### config.mk
export PLATFORM = sky130hd
export DESIGN_NAME = spi_bus_control_mc
export DESIGN_NICKNAME = d
export VERILOG_FILES = /design/src/rtl/spi_bus_pkg.sv /design/src/rtl/spi_shift_lane.sv /design/src/rtl/spi_bus_control_mc.sv
export SDC_FILE = /design/constraint.sdc
export NUM_CORES = 1
export LEC_CHECK = 0
export BUFFER_PORTS_ARGS = -buffer_cell sky130_fd_sc_hd__buf_2
export CELL_PAD_IN_SITES_DETAIL_PLACEMENT = 1
export CELL_PAD_IN_SITES_GLOBAL_PLACEMENT = 2
export CORE_MARGIN = 3
export CORE_UTILIZATION = 32
export DETAILED_ROUTE_END_ITERATION = 10
export GPL_TIMING_DRIVEN = 0
export PLACE_DENSITY = 0.79
export SYNTH_ARGS = -nofsm -noshare
export SYNTH_HDL_FRONTEND = slang
export SYNTH_SLANG_ARGS = --single-unit
### constraint.sdc
create_clock -name sys_clk -period 1.91 [get_ports sys_clk]
set_clock_uncertainty 0.05 [all_clocks]
set_input_delay 0.2865 -clock sys_clk [delete_from_list [all_inputs] [get_ports sys_clk]]
set_output_delay 0.2865 -clock sys_clk [all_outputs]
set_load 0.005 [all_outputs]
### src/rtl/spi_bus_pkg.sv
// Shared definitions for the SPI man-in-the-middle bus controller:
// state encodings, SPI mode constants and the sample-edge selector.
package spi_bus_pkg;

  typedef enum logic [2:0] {
    ST_RESET     = 3'd0,
    ST_IDLE      = 3'd1,
    ST_COMM      = 3'd2,
    ST_BUF_START = 3'd3,
    ST_BUF_WAIT  = 3'd4,
    ST_FINISH    = 3'd5
  } state_t;

  // Modes are encoded as {cpol, cpha}
  localparam logic [1:0] MODE0 = 2'b00;
  localparam logic [1:0] MODE1 = 2'b01;
  localparam logic [1:0] MODE2 = 2'b10;
  localparam logic [1:0] MODE3 = 2'b11;

  function automatic logic sample_on_rise(input logic [1:0] mode);
    case (mode)
      MODE0, MODE3: sample_on_rise = 1'b1;
      MODE1, MODE2: sample_on_rise = 1'b0;
      default:      sample_on_rise = 1'b1;
    endcase
  endfunction

endpackage

### src/rtl/spi_shift_lane.sv
// One data line of a chunk: capture shift register, MSB-first injection
// register, bit counter and done flag.
module spi_shift_lane
  import spi_bus_pkg::*;
#(
  parameter int BUF_SIZE = 16,
  parameter int CW       = $clog2(BUF_SIZE + 1)
) (
  input  logic                sys_clk,
  input  logic                rst_n,
  input  logic                load,
  input  logic                run,
  input  logic                cpha,
  input  logic                line,
  input  logic                sample_edge,
  input  logic                shift_edge,
  input  logic [CW-1:0]       size,
  input  logic [BUF_SIZE-1:0] fake_data,
  output logic [BUF_SIZE-1:0] captured,
  output logic                fake_bit,
  output logic                done
);

  logic [BUF_SIZE-1:0] inj;
  logic [CW-1:0]       cnt;
  logic [CW-1:0]       n_q;
  logic [CW-1:0]       gap;
  logic                primed;

  // Left-align the chunk so bit N-1 of fake_data sits at the injection MSB
  assign gap      = CW'(BUF_SIZE) - size;
  assign done     = (cnt == n_q);
  assign fake_bit = primed & inj[BUF_SIZE-1];

  always_ff @(posedge sys_clk or negedge rst_n) begin
    if (!rst_n) begin
      captured <= '0;
      inj      <= '0;
      cnt      <= '0;
      n_q      <= '0;
      primed   <= 1'b0;
    end else if (load) begin
      captured <= '0;
      inj      <= fake_data << gap;
      cnt      <= '0;
      n_q      <= size;
      primed   <= ~cpha;
    end else if (run) begin
      if (sample_edge && !done) begin
        captured <= {captured[BUF_SIZE-2:0], line};
        cnt      <= cnt + CW'(1);
      end
      // With CPHA=1 the first shift edge only presents the first bit
      if (shift_edge) begin
        if (primed) inj <= inj << 1;
        else        primed <= 1'b1;
      end
    end
  end

endmodule

### src/rtl/spi_bus_control_mc.sv
// SPI bus man-in-the-middle controller: zero-latency passthrough with
// optional bit injection and chunked capture of the real MISO/MOSI lines.
//   state     | meaning
//   RESET     | held in reset, one cycle after release
//   IDLE      | waiting for a single SS to assert from all-inactive
//   COMM      | communication open, ready for a command
//   BUF_START | chunk lanes loaded, first CPHA=0 bit presented
//   BUF_WAIT  | shifting a chunk until N sample edges or SS drop
//   FINISH    | waiting for the owning SS to deassert
module spi_bus_control_mc
  import spi_bus_pkg::*;
#(
  parameter int BUF_SIZE         = 16,
  parameter int CHUNK_SIZE_WIDTH = $clog2(BUF_SIZE + 1),
  parameter int NUM_SS           = 2,
  parameter int SS_ACTIVE_LOW    = 1
) (
  input  logic                        sys_clk,
  input  logic                        rst_n,
  input  logic                        miso_in,
  input  logic                        mosi_in,
  input  logic                        sclk_in,
  input  logic [NUM_SS-1:0]           ss_in,
  input  logic                        cpol,
  input  logic                        cpha,
  input  logic                        cmd_next_chunk,
  input  logic                        cmd_finish,
  input  logic [CHUNK_SIZE_WIDTH-1:0] next_chunk_size,
  input  logic                        fake_miso_select,
  input  logic                        fake_mosi_select,
  input  logic [BUF_SIZE-1:0]         fake_miso_data,
  input  logic [BUF_SIZE-1:0]         fake_mosi_data,
  output logic                        miso_out,
  output logic                        mosi_out,
  output logic                        sclk_out,
  output logic [NUM_SS-1:0]           ss_out,
  output logic                        comm_active,
  output logic                        bus_ready,
  output logic [$clog2(NUM_SS)-1:0]   active_ss,
  output logic                        chunk_aborted,
  output logic [BUF_SIZE-1:0]         real_miso_data,
  output logic [BUF_SIZE-1:0]         real_mosi_data
);

  localparam int SSW = $clog2(NUM_SS);
  localparam logic [NUM_SS-1:0] SS_IDLE = (SS_ACTIVE_LOW != 0) ? {NUM_SS{1'b1}} : {NUM_SS{1'b0}};

  state_t                      state, state_next;
  logic [1:0]                  sclk_sync, miso_sync, mosi_sync;
  logic [NUM_SS-1:0]           ss_sync1, ss_sync2, ss_act, ss_act_prev;
  logic                        sclk_prev, sclk_rise, sclk_fall;
  logic                        sample_edge, shift_edge;
  logic [1:0]                  mode_q;
  logic [SSW-1:0]              active_q, first_ss;
  logic                        any_ss, owner_active;
  logic                        chunk_load, abort_now, chunk_done, done_miso, done_mosi;
  logic                        fake_miso_bit, fake_mosi_bit;
  logic [CHUNK_SIZE_WIDTH-1:0] size_eff;

  // SS synchronisers reset to the inactive level so reset never looks like a select
  always_ff @(posedge sys_clk or negedge rst_n) begin
    if (!rst_n) begin
      sclk_sync   <= '0;
      miso_sync   <= '0;
      mosi_sync   <= '0;
      ss_sync1    <= SS_IDLE;
      ss_sync2    <= SS_IDLE;
      sclk_prev   <= 1'b0;
      ss_act_prev <= '0;
    end else begin
      sclk_sync   <= {sclk_sync[0], sclk_in};
      miso_sync   <= {miso_sync[0], miso_in};
      mosi_sync   <= {mosi_sync[0], mosi_in};
      ss_sync1    <= ss_in;
      ss_sync2    <= ss_sync1;
      sclk_prev   <= sclk_sync[1];
      ss_act_prev <= ss_act;
    end
  end

  assign ss_act       = ss_sync2 ^ SS_IDLE;
  assign sclk_rise    = sclk_sync[1] & ~sclk_prev;
  assign sclk_fall    = ~sclk_sync[1] & sclk_prev;
  assign sample_edge  = sample_on_rise(mode_q) ? sclk_rise : sclk_fall;
  assign shift_edge   = sample_on_rise(mode_q) ? sclk_fall : sclk_rise;
  assign owner_active = ss_act[active_q];
  assign any_ss       = |ss_act;
  assign size_eff     = (next_chunk_size > CHUNK_SIZE_WIDTH'(BUF_SIZE)) ?
                        CHUNK_SIZE_WIDTH'(BUF_SIZE) : next_chunk_size;

  always_comb begin
    first_ss = '0;
    for (int i = NUM_SS - 1; i >= 0; i--) begin
      if (ss_act[i]) first_ss = SSW'(i);
    end
  end

  always_comb begin
    state_next = state;
    chunk_load = 1'b0;
    abort_now  = 1'b0;
    case (state)
      ST_RESET: state_next = ST_IDLE;
      ST_IDLE: begin
        if (ss_act_prev == '0 && any_ss) state_next = ST_COMM;
      end
      ST_COMM: begin
        if (!owner_active) begin
          state_next = ST_IDLE;
        end else if (cmd_next_chunk) begin
          state_next = ST_BUF_START;
          chunk_load = 1'b1;
        end else if (cmd_finish) begin
          state_next = ST_FINISH;
        end
      end
      ST_BUF_START: state_next = ST_BUF_WAIT;
      ST_BUF_WAIT: begin
        if (chunk_done) begin
          state_next = ST_COMM;
        end else if (!owner_active) begin
          state_next = ST_IDLE;
          abort_now  = 1'b1;
        end
      end
      ST_FINISH: begin
        if (!owner_active) state_next = ST_IDLE;
      end
      default: state_next = ST_RESET;
    endcase
  end

  always_ff @(posedge sys_clk or negedge rst_n) begin
    if (!rst_n) begin
      state         <= ST_RESET;
      active_q      <= '0;
      mode_q        <= MODE0;
      chunk_aborted <= 1'b0;
    end else begin
      state         <= state_next;
      chunk_aborted <= abort_now;
      if (state == ST_IDLE && state_next == ST_COMM) begin
        active_q <= first_ss;
        mode_q   <= {cpol, cpha};
      end
    end
  end

  // Lanes load on entry to BUF_START so the first CPHA=0 bit is visible there
  spi_shift_lane #(.BUF_SIZE(BUF_SIZE), .CW(CHUNK_SIZE_WIDTH)) u_miso_lane (
    .sys_clk(sys_clk), .rst_n(rst_n), .load(chunk_load), .run(state == ST_BUF_WAIT),
    .cpha(mode_q[0]), .line(miso_sync[1]), .sample_edge(sample_edge), .shift_edge(shift_edge),
    .size(size_eff), .fake_data(fake_miso_data), .captured(real_miso_data),
    .fake_bit(fake_miso_bit), .done(done_miso)
  );

  spi_shift_lane #(.BUF_SIZE(BUF_SIZE), .CW(CHUNK_SIZE_WIDTH)) u_mosi_lane (
    .sys_clk(sys_clk), .rst_n(rst_n), .load(chunk_load), .run(state == ST_BUF_WAIT),
    .cpha(mode_q[0]), .line(mosi_sync[1]), .sample_edge(sample_edge), .shift_edge(shift_edge),
    .size(size_eff), .fake_data(fake_mosi_data), .captured(real_mosi_data),
    .fake_bit(fake_mosi_bit), .done(done_mosi)
  );

  assign chunk_done  = done_miso & done_mosi;
  assign active_ss   = active_q;
  assign bus_ready   = (state == ST_IDLE) || (state == ST_COMM);
  assign comm_active = (state == ST_COMM) || (state == ST_BUF_START) ||
                       (state == ST_BUF_WAIT) || (state == ST_FINISH);
  assign sclk_out    = sclk_in;
  assign ss_out      = ss_in;
  assign miso_out    = fake_miso_select ? fake_miso_bit : miso_in;
  assign mosi_out    = fake_mosi_select ? fake_mosi_bit : mosi_in;

endmodule

# ---- After elaboration in Yosys (flattened, before gate mapping)
# Index checks and enable logic that the tools add are counted.
dict set report totals {
  elab_cells 117
  in_bits 50
  out_inout_bits 41
  regBits 100
}
dict set report op_classes {
  shift 2
  mux 46
  n_bitwise 9
  n_eq_ne 11
  addsub 3
  n_lt_le_gt_ge 2
  reduce_logical 25
}
# cell count
set op_table {}
lappend op_table {{16-bit two-way mux} 14}
lappend op_table {{5-bit two-way mux} 7}
lappend op_table {{16-bit by 5-bit << shifter with 16-bit output} 2}
lappend op_table {{3-bit two-way mux} 6}
lappend op_table {{3-bit one-hot mux with 6 select lines} 1}
lappend op_table {{1-bit two-way mux} 17}
lappend op_table {{5-bit by 1-bit adder with 5-bit output, second input constant} 2}
lappend op_table {{5-bit equality test} 2}
lappend op_table {{2-bit nonzero test} 5}
lappend op_table {{3-bit by 2-bit equality test with 1-bit output, second input constant} 3}
lappend op_table {{3-bit equality test, second input constant} 2}
lappend op_table {{2-bit AND reduction} 3}
lappend op_table {{2-bit OR reduction} 3}
lappend op_table {{1-bit bitwise AND} 5}
lappend op_table {{5-bit > comparator, second input constant} 1}
lappend op_table {{5-bit subtractor, first input constant} 1}
lappend op_table {{2-bit equality test, second input constant} 2}
lappend op_table {{1-bit logical AND} 4}
lappend op_table {{2-bit logical NOT} 2}
lappend op_table {{1-bit logical OR} 4}
lappend op_table {{3-bit by 1-bit equality test with 1-bit output, second input constant} 1}
lappend op_table {{3-bit logical NOT} 1}
lappend op_table {{1-bit inverter} 3}
lappend op_table {{3-bit AND reduction} 1}
lappend op_table {{other kinds (5)} 6}

# ---- Depth between registers and ports, before layout
dict set report logic_depth {
  word_depth 8
  ltp_mapped 13
  ltp_nobuf 9
}

# ---- Hierarchy
# From an unflattened synthesis, not the netlist that was laid out.
dict set report hier_totals {
  cells_unflattened 570
  hier_area_um2 6097.1
}
# mod n_inst cells_per_inst seq_area_each_um2 area_per_inst_um2
set modules_own_cells {}
lappend modules_own_cells {{spi_shift_lane at u_miso_lane} 1 248 1076.0 2607.5}
lappend modules_own_cells {{spi_shift_lane at u_mosi_lane} 1 248 1076.0 2602.5}
lappend modules_own_cells {spi_bus_control_mc 1 74 505.5 887.1}

# ---- Worst setup path after synthesis
# Ideal clock, no wire load.
dict set report synth_path {
  kind {input port to flip-flop}
  startpoint {input port next_chunk_size[0]}
  endpoint {register u_mosi_lane.inj[10]}
  t_required_ns 1.741
  arrival_time_ns 2.385
  n_path_buf 3
  setup_time_ns 0.119
  cell_stages 12
  slack_ns -0.644
  path_cell_list {nor2b_2 > buf_6 > inv_1 > buf_4 > ha_1 > or4b_1 > o2111ai_2 > nor2_4 > buf_6 > a32oi_4 > o221ai_2 > o21a_1}
}
dict set report synth_between {
  elab_chain_cells 5
}
# element line
set synth_rtl {}
lappend synth_rtl {{start: declaration} spi_bus_control_mc.sv:28} ;# input logic [CHUNK_SIZE_WIDTH-1:0] next_chunk_size,
lappend synth_rtl {{5-bit > comparator} spi_bus_control_mc.sv:88} ;# assign size_eff = (next_chunk_size > CHUNK_SIZE_WIDTH'(BUF_SIZE)) ?
lappend synth_rtl {{5-bit two-way mux (*)} spi_bus_control_mc.sv:88}
lappend synth_rtl {{5-bit subtractor (*)} spi_shift_lane.sv:31} ;# assign gap = CW'(BUF_SIZE) - size;
lappend synth_rtl {{16-bit by 5-bit << shifter with 16-bit output (*)} spi_shift_lane.sv:44} ;# inj <= fake_data << gap;
lappend synth_rtl {{16-bit two-way mux (*)} spi_shift_lane.sv:42} ;# end else if (load) begin
lappend synth_rtl {{end signal: assignment} spi_shift_lane.sv:44}
lappend synth_rtl {{end signal: assignment} spi_shift_lane.sv:55} ;# if (primed) inj <= inj << 1;
lappend synth_rtl {{end: declaration} spi_shift_lane.sv:24} ;# logic [BUF_SIZE-1:0] inj;
# Mark *: on every way between the ends. The rest lies on a longest branch, timed or not.
# A chain may end at the register's enable or synchronous reset.

# ---- Worst setup path in the final report
dict set report layout_path {
  startpoint {input port next_chunk_size[0]}
  endpoint {register u_miso_lane.inj[13]}
}
dict set report layout_between {
  elab_chain_cells 5
}
# element line
set layout_rtl {}
lappend layout_rtl {{5-bit > comparator} spi_bus_control_mc.sv:88}
lappend layout_rtl {{5-bit two-way mux (*)} spi_bus_control_mc.sv:88}
lappend layout_rtl {{5-bit subtractor (*)} spi_shift_lane.sv:31}
lappend layout_rtl {{16-bit by 5-bit << shifter with 16-bit output (*)} spi_shift_lane.sv:44}
lappend layout_rtl {{16-bit two-way mux (*)} spi_shift_lane.sv:42}
lappend layout_rtl {{end signal: assignment} spi_shift_lane.sv:44}
lappend layout_rtl {{end signal: assignment} spi_shift_lane.sv:55}
lappend layout_rtl {{end: declaration} spi_shift_lane.sv:24}
# Marks and branches as above.

==> reports/metrics.csv <==
stage;metric;value;unit
setup_path;CP Max Fanout;4;
routing;vias;5214;
cts;CTS Buffer Depth;2;
timing;RSZ-0062 raised after global routing;yes;
setup_path;buffer and inverter count on the worst path;5;
power_and_ir_drop;clock power share;0.214;
finish;area added between synthesis and finish;41.3;%
synthesis;synthesized cell area;5680;um^2
synthesis;top cells by instance count after synthesis;nand2_1 (100), dfrtp_1 (96), o21ai_0 (68), nor2_1 (59), mux2i_1 (55);
setup_path;Worst path top cell family by delay;simple AND/OR/NAND/NOR gates;
finish;antenna fix cells;0;
finish;FILL cells;1993;
cts;CTS H-tree depth;3;
setup_path;CP endpoint kind;register;
synthesis;synth top area cells;dfrtp_1 (42%), mux2i_1 (9.7%), nand2_1 (6.6%), o21ai_0 (6.0%), nor2_1 (3.9%);
place;Area after DPL;6520;um^2
setup_path;kind of critical path;in2reg;
finish;post-route cell area;8030;um^2
timing;Peak Freq;481;MHz
synthesis;top-area cell type share of the netlist area;0.423;
global_routing;initial antenna violation count;0;
finish;layout cells sized above 1;0.418;
routing;Vias per Instance;5.23;
synthesis;Yosys cell types;64;
global_routing;vias in the first global route;5452;
hold_path;hold path start;mosi_in;
floorplan;die width;139;um
power_and_ir_drop;Pleak;3.67;nW
power_and_ir_drop;power share of the combinational group;0.366;
timing;count of final setup violators;39;
timing;setup ws final;-0.168;ns
place;gp weighted congestion;0.857;
routing;antenna viol nets, final;0;
setup_path;worst setup path startpoint;next_chunk_size[0];
synthesis;EDFF count, synth;0;
floorplan;Core ar.;17400;um^2
timing;Worst Max-Slew Pin Slew;0.580;ns
synthesis;Avg Inst Size Synth;9.47;um^2
synthesis;sequential share of the synthesized area;0.441;
place;Setup WS pre-CTS;-0.827;ns
cts;Clock Latency Late Sink;0.36;ns
cts;CTS Buf Count;9;
place;port bufs;90;
flow_run;Max Cap Viol;0;
power_and_ir_drop;switch share;0.358;
synthesis;YS warnings;0;
global_routing;All-Layer GR Usage;0.187;
synthesis;Yosys reg bits;100;
global_routing;first-pass GRT wire length;29400;um
timing;crit path time final;2.08;ns
routing;met2 WL;8820;um
routing;final wirelength;18600;um
routing;routed wire length per instance;18.6;um
setup_path;crit path DAT;2.27;ns
cts;clk slew on worst S/H paths;0.07;ns
floorplan;I/O pin cnt;91;
power_and_ir_drop;sequential share of power;0.421;
setup_path;Worst Path Required;2.10;ns
setup_path;worst reg2reg path depth;9;
synthesis;count leader, synth;nand2_1;
setup_path;Slowest cell on crit path;or4b_4;
floorplan;Initial Util;0.327;
global_routing;grt ovf;0;
cts;CTS Root Cell;clkbuf_16;
setup_path;CP Cell Sequence;buf_8, nor2b_4, inv_8, ha_4, or4b_4, o2111ai_4, buf_12, nor3_4, buf_6, buf_6, a32o_2, o22a_1;
routing;Top Metal Used;met4;
power_and_ir_drop;Power Dens Cells;1120;nW/um^2
setup_path;Critical Path Stages;12;
setup_path;CP Launch Type;input port;
routing;drt first pass iters;4;
finish;Total Nets Final;819;
timing;Final Hold Violating Endpoints;0;
timing;Tcrit/Tclk final;1.09;
synthesis;Synth area leader;dfrtp_1;
synthesis;Async SR Flop Fraction;1.00;
floorplan;FP Rows;48;
place;HPWL Detailed;12900;um
routing;Met1 Wirelength;8460;um
synthesis;Synth Instances;600;
cts;Clock Sinks;100;
hold_path;hold depth;1;
cts;CTS tree;built;
setup_path;CP peak stage delay;0.49;ns
routing;DR DRC count;0;
floorplan;full die area;19400;um^2
routing;wire length on met3;785;um
power_and_ir_drop;cell internal pwr;0.00575;W
synthesis;Main synth FF type;dfrtp_1;
synthesis;syn_nets;653;
power_and_ir_drop;Net Sw Power;0.00321;W
floorplan;die extent in y;139;um
routing;DR iter-0 viols;161;
run_status;status;complete, but fails checks;
timing;worst rel slew slack;0.612;
global_routing;largest net degree at the start of global routing;68;
setup_path;reg-to-reg critical path startpoint;state[0];
power_and_ir_drop;VDD IR max;460;uV
timing;Pins Over Slew Limit;0;
hold_path;min-delay worst type;in2reg;
run_status;failing checks;setup timing;
setup_path;critical path's most frequent cell;buf_6;
==> cells in the final DEF, fill, tap and decap left out, types with 5 or more instances in the layout <==
cell	instances
clkbuf_16	10
clkbuf_4	6
nand2_1	88
nand2_4	7
mux2i_1	49
inv_1	7
o21a_1	8
nor2_1	54
nand2_2	5
o21ai_1	10
nand3_2	5
clkbuf_2	5
mux4_2	8
buf_4	53
a21oi_2	12
xnor2_1	13
nand3_1	9
mux2i_2	5
buf_12	8
o21ai_0	54
dfrtp_1	92
a31oi_1	8
o21ai_2	6
mux2_2	6
buf_6	22
buf_2	90
a21oi_1	7
==> state kept, by name (all words and copies together) (netlist names), 2 cells and up <==
signal	count
miso_sync	2
mode_q	2
mosi_sync	2
sclk_sync	2
ss_act_prev	2
ss_sync1	2
ss_sync2	2
state	3
u_miso_lane.captured	16
u_miso_lane.cnt	5
u_miso_lane.inj	16
u_miso_lane.n_q	5
u_mosi_lane.captured	16
u_mosi_lane.cnt	5
u_mosi_lane.inj	16
==> area by class of cell <==
type | count | area [um^2] | share of cell area
Multi-Input combinational cell | 448 | 3360 | 0.419
Sequential cell | 100 | 2510 | 0.313
Timing Repair Buffer | 159 | 1180 | 0.147
Buffer | 37 | 333 | 0.0414
Tap cell | 225 | 282 | 0.0351
Clock buffer | 10 | 229 | 0.0285
Clock inverter | 6 | 76.3 | 0.00950
Inverter | 11 | 58.8 | 0.00732
==> path summary, 6_finish.rpt <==
path	endpoint	slack, ns
worst min-delay path	mosi_sync[0]	0.02
worst max register to register	u_miso_lane.inj[13]	-0.16
worst min register to register	sclk_sync[1]	0.31
min in group asynchronous	u_mosi_lane.captured[10]	0.39
worst max-delay path	u_miso_lane.inj[13]	-0.17
max in group asynchronous	u_mosi_lane.inj[3]	0.72
==> worst register-to-register path: stages, from the launching register on <==
cell and delay [ns]:
dfrtp_1 0.39, buf_6 0.12, and4bb_2 0.34, o2111ai_4 0.19, buf_12 0.19, nor3_4 0.19
buf_6 0.13, buf_6 0.09, a32o_2 0.19, o22a_1 0.12
==> layer usage <==
metal  GRT usage  up-vias
li1            -     2445
met3      0.0210       37
met2       0.302      145
met5           0        -
met1       0.257     2587
met4      0.0742        0
==> per-stage QoR <==
stage          std cells  hold WS [ns]  utilization  total power (W)  TNS, ns
2_1_floorplan        600       -0.0591            -          0.00524    -6.72
3_3_place_gp         915         0.290        0.374          0.00620   -84.56
3_5_place_dp         916         0.225        0.375          0.00637   -32.79
4_1_cts              974        0.0139        0.439          0.00871    -2.32
5_1_grt              996        0.0104        0.463          0.00960    -7.36
6_report             996        0.0227        0.463          0.00896    -2.36
==> power by group through the flow <==
stage	clock network (W)	logic [W]	registers, W
after floorplan	0	0.00166	0.00358
after global placement	0	0.00249	0.00371
after CTS	0.00196	0.00299	0.00375
final	0.00192	0.00328	0.00377
after global routing	0.00206	0.00363	0.00391
after detailed placement	0	0.00261	0.00376
==> kinds of logic after synthesis <==
family          count (synthesis)  share of synthesized area
simple gates                  208                      0.161
compound gates                143                      0.160
flops                         100                      0.441
mux                            73                      0.149
buf+inv                        52                     0.0473
xor+xnor                       21                     0.0350
fa+ha+maj                       3                    0.00660
==> what timing repair did <==
action / in CTS / in global routing
endpoints found under the setup margin: 82 / 79
endpoints found under the hold margin: 32 / 0
setup buffers: 36 / 23
hold buffers: 4 / 0
gates cloned: 4 / 2
pin swaps: 23 / 40
gates resized for setup: 118 / 85
Note: power is estimated with default switching activity, not from simulation.
